[src/rtl/bp_fe_pkg.sv]
// Shared types and helpers for the front-end gshare branch history table.
package bp_fe_pkg;

  typedef enum logic [0:0] {
    e_bht_init,
    e_bht_ready
  } bp_fe_bht_state_e;

  // Weakly-not-taken counter value: 2**(w-1)-1, e.g. 2'b01 for 2-bit counters.
  function automatic int unsigned bht_ctr_init_val(input int unsigned ctr_width);
    return (32'd1 << (ctr_width - 32'd1)) - 32'd1;
  endfunction

endpackage

[src/rtl/bp_fe_bht_ctr_sat.sv]
// Combinational saturating up/down counter update for one BHT entry.
module bp_fe_bht_ctr_sat #(
  parameter int unsigned ctr_width_p = 2
) (
  input  logic [ctr_width_p-1:0] ctr_i,
  input  logic                   taken_i,
  output logic [ctr_width_p-1:0] ctr_o
);

  localparam logic [ctr_width_p-1:0] CtrMax = '1;
  localparam logic [ctr_width_p-1:0] CtrOne = ctr_width_p'(1);

  // Step toward taken/not-taken, holding at either rail.
  always_comb begin
    ctr_o = ctr_i;
    if (taken_i) begin
      if (ctr_i != CtrMax) ctr_o = ctr_i + CtrOne;
    end else begin
      if (ctr_i != '0) ctr_o = ctr_i - CtrOne;
    end
  end

endmodule

[src/rtl/bp_fe_bht_gshare.sv]
// Gshare branch history table: speculative global history, table of saturating
// counters indexed by PC index XOR history, registered predictions, and a
// one-entry-per-cycle init sweep after reset.
module bp_fe_bht_gshare
  import bp_fe_pkg::*;
#(
  parameter int unsigned bht_idx_width_p = 9,
  parameter int unsigned ghist_width_p   = 5,
  parameter int unsigned ctr_width_p     = 2
) (
  input  logic                       clk_i,
  input  logic                       reset_n_i,
  output logic                       init_done_o,
  input  logic                       r_v_i,
  input  logic [bht_idx_width_p-1:0] idx_r_i,
  output logic                       predict_v_o,
  output logic                       predict_o,
  output logic [ghist_width_p-1:0]   ghist_o,
  input  logic                       spec_v_i,
  input  logic                       spec_taken_i,
  input  logic                       w_v_i,
  input  logic [bht_idx_width_p-1:0] idx_w_i,
  input  logic [ghist_width_p-1:0]   ghist_w_i,
  input  logic                       taken_i,
  input  logic                       restore_v_i,
  input  logic [ghist_width_p-1:0]   restore_ghist_i
);

  localparam int unsigned Els = 2 ** bht_idx_width_p;
  localparam logic [ctr_width_p-1:0] CtrInit = ctr_width_p'(bht_ctr_init_val(ctr_width_p));
  localparam logic [bht_idx_width_p-1:0] IdxOne = bht_idx_width_p'(1);

  bp_fe_bht_state_e state_q, state_d;
  logic [bht_idx_width_p-1:0] init_ptr_q, init_ptr_d;
  logic [ghist_width_p-1:0]   ghist_q, ghist_d, ghist_shift;
  logic                       predict_v_q, predict_v_d;
  logic                       predict_q, predict_d;
  logic [ghist_width_p-1:0]   ghist_o_q, ghist_o_d;

  logic [ctr_width_p-1:0] mem_q [Els];

  logic                       ready;
  logic [bht_idx_width_p-1:0] r_hash, w_hash;
  logic [ctr_width_p-1:0]     r_ctr, w_ctr_old, w_ctr_new;
  logic                       wr_en;
  logic [bht_idx_width_p-1:0] wr_addr;
  logic [ctr_width_p-1:0]     wr_data;

  assign ready  = (state_q == e_bht_ready);
  // History sits in the low bits; the cast zero-extends it to index width.
  assign r_hash = idx_r_i ^ bht_idx_width_p'(ghist_q);
  assign w_hash = idx_w_i ^ bht_idx_width_p'(ghist_w_i);

  assign r_ctr     = mem_q[r_hash];
  assign w_ctr_old = mem_q[w_hash];

  bp_fe_bht_ctr_sat #(
    .ctr_width_p(ctr_width_p)
  ) u_ctr_sat (
    .ctr_i  (w_ctr_old),
    .taken_i(taken_i),
    .ctr_o  (w_ctr_new)
  );

  if (ghist_width_p == 1) begin : g_ghist_one
    assign ghist_shift = spec_taken_i;
  end else begin : g_ghist_many
    assign ghist_shift = {ghist_q[ghist_width_p-2:0], spec_taken_i};
  end

  // Init sweep walks every entry once, then the table stays ready until reset.
  always_comb begin
    state_d    = state_q;
    init_ptr_d = init_ptr_q;
    unique case (state_q)
      e_bht_init: begin
        init_ptr_d = init_ptr_q + IdxOne;
        if (init_ptr_q == '1) state_d = e_bht_ready;
      end
      e_bht_ready: ;
      default: state_d = e_bht_init;
    endcase
  end

  // Single table write port: the sweep owns it until ready, then training.
  always_comb begin
    wr_en   = 1'b0;
    wr_addr = w_hash;
    wr_data = w_ctr_new;
    if (!ready) begin
      wr_en   = 1'b1;
      wr_addr = init_ptr_q;
      wr_data = CtrInit;
    end else if (w_v_i) begin
      wr_en = 1'b1;
    end
  end

  // Restore beats speculative shift; history is frozen during the sweep.
  always_comb begin
    ghist_d = ghist_q;
    if (ready) begin
      if (restore_v_i)   ghist_d = restore_ghist_i;
      else if (spec_v_i) ghist_d = ghist_shift;
    end
  end

  // Lookup reads pre-update counter and pre-update history (no bypass).
  always_comb begin
    predict_v_d = ready & r_v_i;
    predict_d   = predict_q;
    ghist_o_d   = ghist_o_q;
    if (predict_v_d) begin
      predict_d = r_ctr[ctr_width_p-1];
      ghist_o_d = ghist_q;
    end
  end

  // Control and output registers with synchronous active-low reset.
  always_ff @(posedge clk_i) begin
    if (!reset_n_i) begin
      state_q     <= e_bht_init;
      init_ptr_q  <= '0;
      ghist_q     <= '0;
      predict_v_q <= 1'b0;
      predict_q   <= 1'b0;
      ghist_o_q   <= '0;
    end else begin
      state_q     <= state_d;
      init_ptr_q  <= init_ptr_d;
      ghist_q     <= ghist_d;
      predict_v_q <= predict_v_d;
      predict_q   <= predict_d;
      ghist_o_q   <= ghist_o_d;
    end
  end

  // Counter storage; contents are (re)established by the init sweep.
  always_ff @(posedge clk_i) begin
    if (wr_en) mem_q[wr_addr] <= wr_data;
  end

  assign init_done_o = ready;
  assign predict_v_o = predict_v_q;
  assign predict_o   = predict_q;
  assign ghist_o     = ghist_o_q;

endmodule

[config.mk]
export PLATFORM = sky130hd
export DESIGN_NAME = bp_fe_bht_gshare
export DESIGN_NICKNAME = d
export VERILOG_FILES = /design/src/rtl/bp_fe_pkg.sv /design/src/rtl/bp_fe_bht_ctr_sat.sv /design/src/rtl/bp_fe_bht_gshare.sv
export SDC_FILE = /design/constraint.sdc
export NUM_CORES = 2
export LEC_CHECK = 0
export BUFFER_PORTS_ARGS = -buffer_cell sky130_fd_sc_hd__buf_4
export CAP_MARGIN = 25
export CORE_ASPECT_RATIO = 0.9
export CORE_MARGIN = 1.5
export CORE_UTILIZATION = 30
export CTS_CLUSTER_SIZE = 12
export DETAILED_ROUTE_END_ITERATION = 12
export PLACE_DENSITY = 0.53
export SLEW_MARGIN = 10
export SYNTH_ARGS = -nofsm -noshare
export SYNTH_HDL_FRONTEND = slang
export SYNTH_HIERARCHICAL = 1
export SYNTH_SLANG_ARGS = --single-unit
[constraint.sdc]
create_clock -name clk_i -period 13.2 [get_ports clk_i]
set_clock_uncertainty 0.05 [all_clocks]
set_input_delay 0.66 -clock clk_i [delete_from_list [all_inputs] [get_ports clk_i]]
set_output_delay 0.66 -clock clk_i [all_outputs]
set_load 0.01 [all_outputs]
==> impl_metrics.py <==
metrics = {
    "placed_design": {
        "place_hpwl_um": 78700,
        "gp_routability_congestion": 0.792,
        "io_buffers": 43,
    },
    "setup_path": {
        "crit_path_max_incr_delay_ns": 0.85,
        "required_arrival_time_at_the_worst_endpoint_ns": 13.53,
        "worstSetupEndpointType": "flip-flop",
        "path_buf_inv": 5,
        "crit-reg2reg-launch": "mem_q[238][0]",
        "critical_path.endpoint": "mem_q[130][1]",
        "crit_start_category": "input port",
        "worst-r2r-setup-slack_ns": 7.70,
        "cp_max_fo": 254,
        "timing.reg2reg.worst_path_depth": 12,
        "crit_path_frequent_cell": "sky130_fd_sc_hd__buf_4",
        "crit_family": "buffers and inverters",
        "worstReg2RegEnd": "mem_q[459][0]",
        "critical_path.slowest_cell": "sky130_fd_sc_hd__buf_4",
        "critical_path.startpoint": "ghist_w_i[1]",
        "depth_of_the_critical_timing_path_with_buffers_and_inverters_included": 15,
        "worst_ep_arrival_time_ns": 7.42,
        "critPathKind": "input port to flip-flop",
        "crit_chain": "buf_4, xor2_4, buf_4, buf_4, mux4_2, o22ai_1, nor4_1, o22ai_1, nor4b_1, a31oi_1, o211ai_1, maj3_2, and2_4, buf_12, buf_4",
    },
    "yosys": {
        "synth.top_cells.by_area": "sky130_fd_sc_hd__edfxtp_1, sky130_fd_sc_hd__mux4_2, sky130_fd_sc_hd__nor2_1",
        "synth.distinct_cells": 58,
        "netlist.top_cell.by_area": "sky130_fd_sc_hd__edfxtp_1",
        "synthCells": 2721,
        "synth.yosys.warnings": 6,
        "synth_ff_type": "sky130_fd_sc_hd__edfxtp_1",
        "yosysSeqAreaShare_pct": 67.5,
        "synth_top_area_share_pct": 66.6,
        "synth_nets": 2759,
        "synth_area_per_cell_um2": 17.0,
        "ys_async_sr_fraction_pct": 0,
        "synthesis.area_um2": 46200,
        "ys_seq_elements": 1046,
        "synth-edff-count": 1024,
    },
    "global_routing": {
        "pin_count_of_the_biggest_net_entering_global_routing": 255,
        "grt_pass1_vias": 26700,
        "globalRouteTotalUtil_pct": 17.7,
        "antenna_found_initial": 6,
        "grt-ovfl-total": 0,
        "global_route_wire_length_before_repair_um": 198000,
    },
    "final_layout": {
        "layout-area-overhead-vs-synth_pct": 12.7,
        "drive_gt1_share_pct": 24.0,
        "fill_cells": 14500,
        "design.final.nets": 2767,
    },
    "drt": {
        "drt_first_pass_iters": 6,
        "route.met2.wl_um": 67000,
        "post-route-drc-count": 0,
        "ant_nets": 0,
        "avgViaCountPerCell": 5.57,
        "top_layer": "met4",
        "met3_length_um": 10600,
        "drt-initial-drc-count": 3137,
        "drt_wl_total_um": 140000,
        "route.detailed.wl_per_inst_um": 29.1,
        "via_count": 26700,
        "routed_met1_length_um": 57600,
    },
    "sta": {
        "grt_setup_unrepaired": "false",
        "finalHoldViolations": 0,
        "fin_setup_tns_ns": 0,
        "finalMaxSlewViolations": 0,
        "setup_viol": 0,
        "period_needed_ns": 7.09,
        "layout_worst_path_cycle_share_pct": 53.7,
        "tightestPinTransition_ns": 1.13,
        "max_clock_freq_mhz": 141,
        "timing.max_slew.rel_slack_pct": 24.6,
    },
    "clock_network": {
        "cts_inserted_buffers": 107,
        "clock_tree.htree_level_count": 3,
        "post_cts.resized_instances": 0,
        "clk_pin_slew_worst_paths_ns": 0.06,
        "tritoncts": "done",
        "cts_setup_buffers": 0,
        "postCtsHoldBufs": 0,
        "clk-insertion-delay-late_ns": 0.74,
        "clock_sinks": 1046,
        "cts_buffer_depth": 3,
        "cts_root_buf": "sky130_fd_sc_hd__clkbuf_16",
    },
    "die": {
        "die-area_um2": 156000,
        "start_util_pct": 30.2,
        "num_io_pins": 44,
        "die_height_um": 375,
        "placeable_core_region_um2": 153000,
        "placementRows": 136,
        "fp.dieW_um": 417,
    },
    "power_and_ir_drop": {
        "power-per-cell-area_nw_per_um2": 133,
        "totalPowerFinal_uw": 6910,
        "p_leak_uw": 0.0155,
        "ir_worst_vdd_uv": 105,
    },
    "flow_run": {
        "maxCapViolCount": 0,
    },
    "min_path": {
        "hold_class": "input port to flip-flop",
    },
    "status": {
        "outcome": "completed",
    },
}
registers in the layout (all words and copies together), names as in the netlist:
register / flops
predict_v_o: 1
ghist_q: 5
mem_q: 1024
predict_o: 1
init_done_o: 1
ghist_o: 5
init_ptr_q: 9
cells in the final DEF (no fill, tap or decap), types with 7 or more instances in the layout:
cell type / count
sky130_fd_sc_hd__nor2_1: 540
sky130_fd_sc_hd__nor2b_1: 7
sky130_fd_sc_hd__a31oi_1: 7
sky130_fd_sc_hd__nand2_2: 15
sky130_fd_sc_hd__nand2_1: 92
sky130_fd_sc_hd__edfxtp_1: 1024
sky130_fd_sc_hd__buf_4: 103
sky130_fd_sc_hd__clkinv_2: 12
sky130_fd_sc_hd__xnor2_1: 12
sky130_fd_sc_hd__nand4_1: 9
sky130_fd_sc_hd__nor3_1: 10
sky130_fd_sc_hd__a21oi_1: 21
sky130_fd_sc_hd__clkbuf_1: 24
sky130_fd_sc_hd__and2_1: 8
sky130_fd_sc_hd__o22ai_1: 137
sky130_fd_sc_hd__mux2i_1: 23
sky130_fd_sc_hd__a22oi_1: 37
sky130_fd_sc_hd__mux4_2: 380
sky130_fd_sc_hd__xor2_1: 8
sky130_fd_sc_hd__clkinv_1: 15
sky130_fd_sc_hd__nand3_1: 16
sky130_fd_sc_hd__nor4_1: 30
sky130_fd_sc_hd__dfxtp_1: 21
sky130_fd_sc_hd__clkbuf_16: 108
sky130_fd_sc_hd__nand3_2: 8
final cells by class:
cell class | instances | area (um2) | share of cell area (%)
Sequential cell | 1046 | 31200 | 59.9
Multi-Input combinational cell | 1458 | 14200 | 27.3
Clock buffer | 134 | 2820 | 5.42
Tap cell | 2001 | 2500 | 4.81
Timing Repair Buffer | 111 | 936 | 1.80
Clock inverter | 41 | 348 | 0.669
Inverter | 5 | 18.8 | 0.0361
Antenna cell | 1 | 2.50 | 0.00481
power by group:
group / total [uW] / internal [uW] / switching (uW)
clock: 2860 / 1560 / 1300
sequential: 3590 / 3590 / 2.27
combinational: 453 / 147 / 305
total: 6910 / 5300 / 1610
worst register-to-register path: cells and delay by family (launching register included):
kind            cells  cell delay [ns]
fa+ha+maj           1             0.17
buf+inv             3             1.73
compound gates      4             1.41
flops               1             0.37
mux                 1             0.48
simple gates        3             0.88
per-layer routing:
layer | vias up | GRT usage, %
met5 | - | 0
met4 | 0 | 5.50
met3 | 241 | 2.98
met2 | 1191 | 28.6
met1 | 14200 | 24.3
li1 | 11000 | -
Yosys cell counts, types with 3 or more instances:
cell type and count:
sky130_fd_sc_hd__a22o_1 3, sky130_fd_sc_hd__nor4_1 30, sky130_fd_sc_hd__buf_6 6, sky130_fd_sc_hd__a311oi_1 4
sky130_fd_sc_hd__nor2_1 544, sky130_fd_sc_hd__nor2b_1 7, sky130_fd_sc_hd__mux4_2 380, sky130_fd_sc_hd__or3_1 4
sky130_fd_sc_hd__a32oi_1 5, sky130_fd_sc_hd__a31oi_1 7, sky130_fd_sc_hd__and2_1 9, sky130_fd_sc_hd__o211ai_1 6
sky130_fd_sc_hd__xor2_1 12, sky130_fd_sc_hd__o21a_1 3, sky130_fd_sc_hd__o41ai_1 6, sky130_fd_sc_hd__mux2i_1 23
sky130_fd_sc_hd__a22oi_1 37, sky130_fd_sc_hd__o21ai_0 6, sky130_fd_sc_hd__buf_1 9, sky130_fd_sc_hd__nand2b_1 7
sky130_fd_sc_hd__o22ai_1 137, sky130_fd_sc_hd__xnor2_1 12, sky130_fd_sc_hd__nor3_1 10, sky130_fd_sc_hd__clkbuf_1 128
sky130_fd_sc_hd__buf_4 28, sky130_fd_sc_hd__a21oi_1 21, sky130_fd_sc_hd__nand3_1 24, sky130_fd_sc_hd__nand2_1 107
sky130_fd_sc_hd__inv_1 5, sky130_fd_sc_hd__edfxtp_1 1024, sky130_fd_sc_hd__buf_2 41, sky130_fd_sc_hd__dfxtp_1 22
sky130_fd_sc_hd__a21boi_0 5, sky130_fd_sc_hd__o211a_1 5, sky130_fd_sc_hd__nand4_1 9
cell families after synthesis:
kind of cell    count (synthesis)  share of synthesized area [%]
xor+xnor                       26                          0.526
mux                           404                           19.1
buf+inv                       217                           2.20
simple gates                  760                           6.70
flops                        1046                           67.5
fa+ha+maj                       4                          0.103
compound gates                264                           3.87
stage by stage:
stage               cell area [um2]  setup WS, ns  instances  hold slack [ns]  utilization, %
floorplan                     46200          1.86       2721            0.438               -
global placement              48800          5.50       4617            0.409            31.9
detailed placement            48800          5.51       4618            0.410            31.9
CTS                           52000          6.25       4793            0.104            34.0
global route                  52000          5.87       4796            0.128            34.0
finish                        52000          6.11       4797            0.145            34.0
how the worst min path moves through the flow:
stage	start	slack, ns	endpoint	cells past startpoint
4_1_cts	r_v_i	0.10	predict_v_o	2
3_3_place_gp	ghist_o[0]	0.41	ghist_o[0]	2
5_1_grt	r_v_i	0.13	predict_v_o	2
3_5_place_dp	ghist_o[2]	0.41	ghist_o[2]	2
2_1_floorplan	ghist_o[0]	0.44	ghist_o[0]	2
6_report	r_v_i	0.14	predict_v_o	2
(Power assumes the default switching activity.)
